[src/rtl/fifo_push_arbiter.sv]
// -----------------------------------------------------------------------------
// fifo_push_arbiter
//
// Shares a single simple_fifo write port between N producers. Normal operation
// is round-robin; a producer that holds lock when it wins keeps the grant for up
// to MAX_BURST consecutive beats. An internal credit counter tracks entries that
// are either stored in the FIFO or still sitting in the registered push stage.
// No grant is issued unless a credit is free, so the FIFO never sees a push
// while it is full.
//
// Ports:
//   clk        system clock, rising edge
//   rst        synchronous reset, active-low
//   req        per-requester write request (data valid while high)
//   lock       per-requester burst hold (only meaningful together with req)
//   req_data   packed data, requester i at [i*W +: W]
//   gnt        one-hot combinational grant; data is taken at the edge it is high
//   fifo_push  registered push to the FIFO
//   fifo_data  registered data to the FIFO
//   fifo_pop   consumer pop to the FIFO (observed only)
//   fifo_empty FIFO empty flag
//   credits    entries committed (in flight or stored)
//   busy       high while a locked burst owns the port
// -----------------------------------------------------------------------------
module fifo_push_arbiter #(
  parameter int N         = 4,
  parameter int W         = 32,
  parameter int DEPTH     = 4,
  parameter int MAX_BURST = 4
) (
  input  logic                       clk,
  input  logic                       rst,
  input  logic [N-1:0]               req,
  input  logic [N-1:0]               lock,
  input  logic [N*W-1:0]             req_data,
  output logic [N-1:0]               gnt,
  output logic                       fifo_push,
  output logic [W-1:0]               fifo_data,
  input  logic                       fifo_pop,
  input  logic                       fifo_empty,
  output logic [$clog2(DEPTH+1)-1:0] credits,
  output logic                       busy
);

  localparam int CW = $clog2(DEPTH + 1);
  localparam int PW = $clog2(N);
  localparam int BW = $clog2(MAX_BURST + 1);

  localparam logic [CW-1:0] DEPTH_C  = CW'(DEPTH);
  localparam logic [BW-1:0] MAX_C    = BW'(MAX_BURST);
  localparam logic [PW-1:0] LAST_IDX = PW'(N - 1);

  typedef enum logic {
    IDLE  = 1'b0,
    BURST = 1'b1
  } state_t;

  state_t        state, state_nxt;
  logic [PW-1:0] rr_ptr, rr_nxt;
  logic [PW-1:0] owner, owner_nxt;
  logic [BW-1:0] beat_cnt, beat_nxt;
  logic [CW-1:0] credits_nxt;

  logic          avail;
  logic          accept;
  logic          pop_vld;
  logic          idle_hit;
  logic [PW-1:0] idle_win;
  logic [PW-1:0] scan_idx;
  logic [PW-1:0] win;

  // Increment a requester index modulo N (N need not be a power of two).
  function automatic logic [PW-1:0] wrap_inc(input logic [PW-1:0] p);
    return (p == LAST_IDX) ? '0 : p + 1'b1;
  endfunction

  assign avail = (credits < DEPTH_C);

  // Round-robin search: first requester at or above rr_ptr, wrapping.
  always_comb begin
    idle_hit = 1'b0;
    idle_win = '0;
    scan_idx = rr_ptr;
    for (int k = 0; k < N; k++) begin
      if (!idle_hit && req[scan_idx]) begin
        idle_hit = 1'b1;
        idle_win = scan_idx;
      end
      scan_idx = wrap_inc(scan_idx);
    end
  end

  // During a burst only the owner can be granted; everyone else waits even
  // when the owner itself is stalled on credits.
  always_comb begin
    gnt = '0;
    if (rst && avail) begin
      if (state == IDLE) begin
        if (idle_hit) gnt[idle_win] = 1'b1;
      end else if (req[owner]) begin
        gnt[owner] = 1'b1;
      end
    end
  end

  assign win    = (state == IDLE) ? idle_win : owner;
  assign accept = |gnt;
  assign busy   = (state == BURST);

  // A pop on an empty FIFO does nothing; the credits guard keeps the counter
  // from wrapping if the consumer misbehaves.
  assign pop_vld = fifo_pop & ~fifo_empty & (credits != '0);

  always_comb begin
    credits_nxt = credits;
    if (accept && !pop_vld) begin
      credits_nxt = credits + 1'b1;
    end else if (!accept && pop_vld) begin
      credits_nxt = credits - 1'b1;
    end
  end

  always_comb begin
    state_nxt = state;
    owner_nxt = owner;
    beat_nxt  = beat_cnt;
    rr_nxt    = rr_ptr;
    case (state)
      IDLE: begin
        if (accept) begin
          if (lock[win] && (MAX_BURST > 1)) begin
            state_nxt = BURST;
            owner_nxt = win;
            beat_nxt  = BW'(1);
          end else begin
            rr_nxt = wrap_inc(win);
          end
        end
      end
      BURST: begin
        // Owner dropping req ends the burst immediately, without a beat.
        if (!req[owner]) begin
          state_nxt = IDLE;
          beat_nxt  = '0;
          rr_nxt    = wrap_inc(owner);
        end else if (accept) begin
          if (lock[owner] && ((beat_cnt + 1'b1) < MAX_C)) begin
            beat_nxt = beat_cnt + 1'b1;
          end else begin
            state_nxt = IDLE;
            beat_nxt  = '0;
            rr_nxt    = wrap_inc(owner);
          end
        end
      end
      default: begin
        state_nxt = IDLE;
        beat_nxt  = '0;
      end
    endcase
  end

  always_ff @(posedge clk) begin
    if (!rst) begin
      state    <= IDLE;
      owner    <= '0;
      beat_cnt <= '0;
      rr_ptr   <= '0;
      credits  <= '0;
    end else begin
      state    <= state_nxt;
      owner    <= owner_nxt;
      beat_cnt <= beat_nxt;
      rr_ptr   <= rr_nxt;
      credits  <= credits_nxt;
    end
  end

  // Push stage: one cycle from grant to FIFO write.
  always_ff @(posedge clk) begin
    if (!rst) begin
      fifo_push <= 1'b0;
      fifo_data <= '0;
    end else begin
      fifo_push <= accept;
      if (accept) fifo_data <= req_data[win*W +: W];
    end
  end

endmodule

[config.mk]
export PLATFORM = sky130hd
export DESIGN_NAME = fifo_push_arbiter
export DESIGN_NICKNAME = d
export VERILOG_FILES = /design/src/rtl/fifo_push_arbiter.sv
export SDC_FILE = /design/constraint.sdc
export NUM_CORES = 1
export LEC_CHECK = 0
export CAP_MARGIN = 20
export CELL_PAD_IN_SITES_DETAIL_PLACEMENT = 0
export CELL_PAD_IN_SITES_GLOBAL_PLACEMENT = 2
export CORE_ASPECT_RATIO = 0.75
export CORE_MARGIN = 3
export CORE_UTILIZATION = 23
export CTS_CLUSTER_SIZE = 24
export DETAILED_ROUTE_END_ITERATION = 7
export GPL_TIMING_DRIVEN = 0
export PLACE_DENSITY = 0.95
export SYNTH_ARGS = -nofsm -noshare
export SYNTH_HDL_FRONTEND = slang
export SYNTH_SLANG_ARGS = --single-unit
[constraint.sdc]
create_clock -name clk -period 6.25 [get_ports clk]
set_input_delay 1.25 -clock clk [delete_from_list [all_inputs] [get_ports clk]]
set_output_delay 1.25 -clock clk [all_outputs]
set_load 0.05 [all_outputs]
==> results of run 1 <==
[report_power, final]
| group | internal (mW) | switching, mW |
|---|---|---|
| Sequential | 0.396 | 0.0761 |
| Clock | 0.188 | 0.110 |
| Combinational | 0.829 | 0.975 |
| Total | 1.41 | 1.16 |
[sequential cells by signal, indices dropped and copies added, names as in the netlist]
name       flops
beat_cnt       3
busy           1
credits        3
fifo_data     32
fifo_push      1
owner          2
rr_ptr         2
[metrics by stage]
step / utilization, % / total power, mW / hold WS, ps
final: 41.1 / 2.57 / 479
after floorplan: - / 1.79 / 457
after global routing: 41.1 / 2.75 / 490
after detailed placement: 39.8 / 2.29 / 466
after CTS: 41.1 / 2.60 / 482
after global placement: 39.8 / 2.28 / 458
[routing by layer]
layer / GRT usage, % / vias to the layer above
met4: 2.35 / 0
met1: 18.3 / 1468
met5: 0 / -
li1: - / 1411
met2: 22.8 / 131
met3: 4.33 / 7
[critical path: stages]
cell	delay, ps
clkdlybuf4s50_1	570
mux4_2	560
a311oi_4	360
a31oi_2	220
a31oi_1	470
a32o_1	260
clkdlybuf4s50_1	810
[Yosys cell counts, types with 2 or more instances]
cell      count
a22o_1       32
dfxtp_1      44
a211oi_1      2
mux4_2       36
a21oi_1       5
o31ai_1       2
xor2_1        2
o22a_1        2
a31oi_1       3
inv_1        10
o211ai_1      5
nor3_1        4
mux2i_1       7
clkbuf_1      8
or3_1         2
a21bo_2       2
buf_4         3
buf_2         9
nand3_1       3
nand2_1      12
o311a_1       2
a32o_1        2
nand2b_1      3
o21ai_0       7
nor2_1        9
o22ai_1       2
xnor2_1       2
o211a_1       3
o21ai_1       2
nor2b_1       2
ha_1          7
[final cells by class]
class                      instances  share of cell area, %
buffer                            21                   2.12
clock inverter                     2                  0.683
tap                              166                   4.05
multi-input combinational        182                   38.0
inverter                          10                  0.732
clock buffer                       6                   2.51
sequential                        44                   17.2
timing repair buffer             178                   34.7
[worst paths after layout]
path	to	slack, ps	cells after the start
worst max-delay path	gnt[3]	520	7
worst min-delay path	fifo_data[2]	480	1
worst max register to register	credits[2]	2210	15
worst min register to register	fifo_data[2]	480	1
[logic make-up (layout without fill, tap and decap cells)]
logic type / after synthesis / after routing / share of synthesized area (%)
compound gates: 83 / 83 / 23.4
mux: 44 / 44 / 30.0
flops: 44 / 44 / 29.6
simple gates: 43 / 43 / 7.40
buf+inv: 31 / 217 / 4.92
fa+ha+maj: 8 / 8 / 3.61
xor+xnor: 4 / 4 / 1.18
==> results_dict.tcl, run 1 <==
set metrics [dict create \
    top_level_ports 181 \
    vias 3017 \
    dr.first_iter.drc_count 116 \
    synthesis.area_per_instance_um2 11.6 \
    fin_ws_ps 516 \
    detail_routed_via_count_per_cell 4.95 \
    final.fill_count 1165 \
    cts_setup_buffers 0 \
    relSlewSlack_pct 56.0 \
    placement_setup_slack_ps 507 \
    netlist_area_um2 2980 \
    synth_seq_cells 44 \
    nNetsFinal 590 \
    post_cts_resized 0 \
    num_rows 35 \
    m1WireLength_um 4360 \
    route.antenna.remaining_nets 0 \
    final-max-slew-violation-count 0 \
    power.leakage_nw 1.91 \
    ys_top_cells_by_area "dfxtp_1, mux4_2, a22o_1" \
    num_antenna_cells 0 \
    critical_path_arrival_ps 4480 \
    area_used_by_multi_input_combinational_logic_um2 1950 \
    worst_hold_class "reg2reg" \
    timing.final.setup_violations 0 \
    finalHoldViolations 0 \
    synth.top_cell.area_share_pct 29.6 \
    tritoncts "yes" \
    wl_met3_um 768 \
    critical_path.endpoint_type "output port" \
    route.met2.wl_um 4980 \
    reg2reg_from "rr_ptr[1]" \
    max_freq_mhz 174 \
    drt_drc_violations_left 0 \
    initial_antenna_violation_count 0 \
    synth_edf_count 0 \
    wl_um 10200 \
    final_period_util_pct 91.7 \
    clock_skew_ps 2.84 \
    grt_max_degree 14 \
    postCtsHoldBufs 0 \
    final_cells 609 \
    syn-num-nets 405 \
    mostFrequentLayoutCells "clkdlybuf4s50_1, dfxtp_1, mux4_2, a22o_1, nand2_1" \
    fp.dieW_um 137 \
    critical_path_start "req[2]" \
    netlist_instances 257 \
    worst_hold_startpoint "fifo_data[2]" \
    power_per_cell_area_nw_per_um2 502 \
    grt_setup_unrepaired "false" \
    critPathLaunchType "primary input" \
    die_h_um 105 \
    placement.io_buffers 178 \
    clk_root_buffer_cell "clkbuf_16" \
    synth_area_leader_cell "dfxtp_1" \
    ys_types 54 \
    final_layout_size_suffix_gt1_share_pct 15.6 \
    max_slew.worst_pin.slew_ps 655 \
    maxCapViolCount 0 \
    path_class "in2out" \
    dpl_cell_area_um2 4970 \
    firstDrtPassIters 4 \
    htree_levels 2 \
    required_ps 5000 \
    cts_buffers 5 \
    ys_seq_area_share_pct 29.6 \
    post-route-cell-area_um2 5130 \
    min_period_ps 5730 \
    groute.usage.overall_pct 13.9 \
    die_area_um2 14400 \
    global_route.overflow_total 0 \
    clock_latency_ps 280 \
    topRoutingLayerUsed "met4" \
    syn2layout_area_growth_pct 72.3 \
    seqCellArea_um2 881 \
    core_area_um2 12500 \
    tritoncts_num_sinks 44 \
    place_congestion 0.825 \
    wl_per_cell_um 16.7 \
    place.detailed.hpwl_um 8440 \
    dominantRegCellSynth "dfxtp_1" \
    path_max_fanout 9 \
    final_common_cell "clkdlybuf4s50_1" \
    postSynth.asyncResetShare_pct 0 \
    initial_core_util_pct 23.9 \
    outcome "completed" \
    yosys_warnings 0 \
    clkSlewWorstSetupHoldPaths_ps 60 \
    place_inst 601 \
    grt_pass1_wl_um 16000 \
    setup-tns-final_ps 0 \
    peak_ir_drop_on_the_vdd_network_mv 0.202 \
    cts.path.max_buffers 2 \
    vias_in_the_first_global_route 3064 \
]
(Power assumes the default switching activity.)
==> inputs of run 2 (changes only) <==
--- a/config.mk
+++ b/config.mk
@@ -9,7 +9,7 @@
 export CELL_PAD_IN_SITES_DETAIL_PLACEMENT = 0
 export CELL_PAD_IN_SITES_GLOBAL_PLACEMENT = 2
 export CORE_ASPECT_RATIO = 0.75
-export CORE_MARGIN = 3
+export CORE_MARGIN = 2
 export CORE_UTILIZATION = 23
 export CTS_CLUSTER_SIZE = 24
 export DETAILED_ROUTE_END_ITERATION = 7
==> results_dict.tcl, run 2 (same netlist as run 1, synthesis figures left out) <==
set metrics [dict create \
    power.leakage_nw 1.92 \
    place.detailed.hpwl_um 8370 \
    reg2reg_slack_ps 2140 \
    capturing_point_of_the_worst_reg2reg_path "credits[2]" \
    final_period_util_pct 91.3 \
    firstDrtPassIters 4 \
    final.fill_count 1207 \
    cts.path.max_buffers 2 \
    initial_core_util_pct 23.9 \
    worst_hold_startpoint "fifo_data[14]" \
    num_rows 35 \
    syn2layout_area_growth_pct 72.8 \
    wl_per_cell_um 16.7 \
    setup-tns-final_ps 0 \
    tritoncts_num_sinks 44 \
    max_slew.worst_pin.slew_ps 747 \
    final-max-slew-violation-count 0 \
    tritoncts "yes" \
    htree_levels 2 \
    detail_routed_via_count_per_cell 4.83 \
    power_per_cell_area_nw_per_um2 505 \
    peak_ir_drop_on_the_vdd_network_mv 0.196 \
    drt_drc_violations_left 0 \
    max_freq_mhz 175 \
    fp.dieW_um 135 \
    critPathLaunchType "primary input" \
    groute.usage.overall_pct 14.5 \
    timing.final.setup_violations 0 \
    maxCapViolCount 0 \
    vias_in_the_first_global_route 3059 \
    finalHoldViolations 0 \
    rr_worst_depth 15 \
    clock_latency_ps 280 \
    wl_um 10200 \
    route.antenna.remaining_nets 0 \
    num_antenna_cells 0 \
    post-route-cell-area_um2 5140 \
    finalPower_mw 2.60 \
    clock_skew_ps 4.04 \
    die_area_um2 13900 \
    reg2reg_from "rr_ptr[1]" \
    required_ps 5000 \
    die_h_um 103 \
    place_congestion 0.830 \
    cts_setup_buffers 0 \
    relSlewSlack_pct 49.8 \
    hold_slack_ps 477 \
    clk_root_buffer_cell "clkbuf_16" \
    vias 2944 \
    cts_buffers 5 \
    dr.first_iter.drc_count 127 \
    min_period_ps 5700 \
    postCtsHoldBufs 0 \
    grt_pass1_wl_um 15800 \
    grt_max_degree 15 \
    top_level_ports 181 \
    critical_path_arrival_ps 4450 \
    final_common_cell "clkdlybuf4s50_1" \
    placement.io_buffers 178 \
    post_cts_resized 0 \
    reg_top3 "fifo_data (32), beat_cnt (3), credits (3)" \
    critical_path_start "req[2]" \
    worst_hold_class "reg2reg" \
    core_area_um2 12400 \
    clkSlewWorstSetupHoldPaths_ps 60 \
    holdPathEnd "fifo_data[14]" \
    dpl_cell_area_um2 4970 \
    mostFrequentLayoutCells "clkdlybuf4s50_1, dfxtp_1, mux4_2, a22o_1, nand2_1" \
    initial_antenna_violation_count 0 \
    min_delay_path_depth 1 \
    path_class "in2out" \
    final_layout_size_suffix_gt1_share_pct 15.8 \
    flip_flop_count_of_the_largest_register_after_layout 32 \
    grt_setup_unrepaired "false" \
    outcome "completed" \
    nNetsFinal 590 \
    critical_path.endpoint_type "output port" \
    path_max_fanout 9 \
    global_route.overflow_total 0 \
    max_flop_register "fifo_data" \
]
run 2: power breakdown:
part | switching (mW) | internal, mW | total (mW) | leakage [nW]
clock | 0.113 | 0.200 | 0.313 | 0.0871
sequential | 0.0777 | 0.396 | 0.474 | 0.365
combinational | 0.981 | 0.830 | 1.81 | 1.47
run 2: area by class of cell:
class | count | area (µm²) | area share, %
buffer | 21 | 109 | 2.12
clock buffer | 6 | 139 | 2.70
clock inverter | 2 | 38.8 | 0.754
inverter | 10 | 37.5 | 0.730
multi-input combinational | 182 | 1950 | 37.9
sequential | 44 | 881 | 17.1
tap | 166 | 208 | 4.04
timing repair buffer | 178 | 1780 | 34.6
run 2: worst max-delay path by stage:
stage | end | slack [ps] | depth (start not counted)
6_report | gnt[3] | 550 | 7
5_1_grt | gnt[3] | 480 | 7
3_5_place_dp | gnt[3] | 560 | 7
4_1_cts | gnt[3] | 560 | 7
3_3_place_gp | gnt[3] | 550 | 7
2_1_floorplan | gnt[0] | 1180 | 6
run 2: stage by stage:
| step | utilization (%) | worst slack (ps) | cells |
|---|---|---|---|
| finish | 41.4 | 545 | 609 |
| global route | 41.4 | 476 | 609 |
| CTS | 41.4 | 563 | 609 |
| detailed placement | 39.9 | 563 | 601 |
| global placement | 39.9 | 552 | 601 |
| floorplan | - | 1180 | 257 |
run 2: per-layer routing:
metal  up-vias  track usage (%)  routed length (µm)
li1       1412                -                   -
met1      1409             18.5                4270
met2       119             25.3                5200
met3         4             3.93                 630
met4         0             2.16                  56
met5         -                0                   0
run 2: critical path, cell delays in order:
cell and delay, ps:
clkdlybuf4s50_1 560, mux4_2 550, a311oi_4 350, a31oi_2 210, a31oi_1 460, a32o_1 260, clkdlybuf4s50_1 800
==> inputs of run 3 (changes only) <==
--- a/config.mk
+++ b/config.mk
@@ -5,13 +5,12 @@
 export SDC_FILE = /design/constraint.sdc
 export NUM_CORES = 1
 export LEC_CHECK = 0
-export CAP_MARGIN = 20
 export CELL_PAD_IN_SITES_DETAIL_PLACEMENT = 0
 export CELL_PAD_IN_SITES_GLOBAL_PLACEMENT = 2
 export CORE_ASPECT_RATIO = 0.75
 export CORE_MARGIN = 2
 export CORE_UTILIZATION = 23
-export CTS_CLUSTER_SIZE = 24
+export CTS_CLUSTER_SIZE = 30
 export DETAILED_ROUTE_END_ITERATION = 7
 export GPL_TIMING_DRIVEN = 0
 export PLACE_DENSITY = 0.95
==> results of run 3 <==
The final DEF is identical to that of run 2; final timing and power are the same.
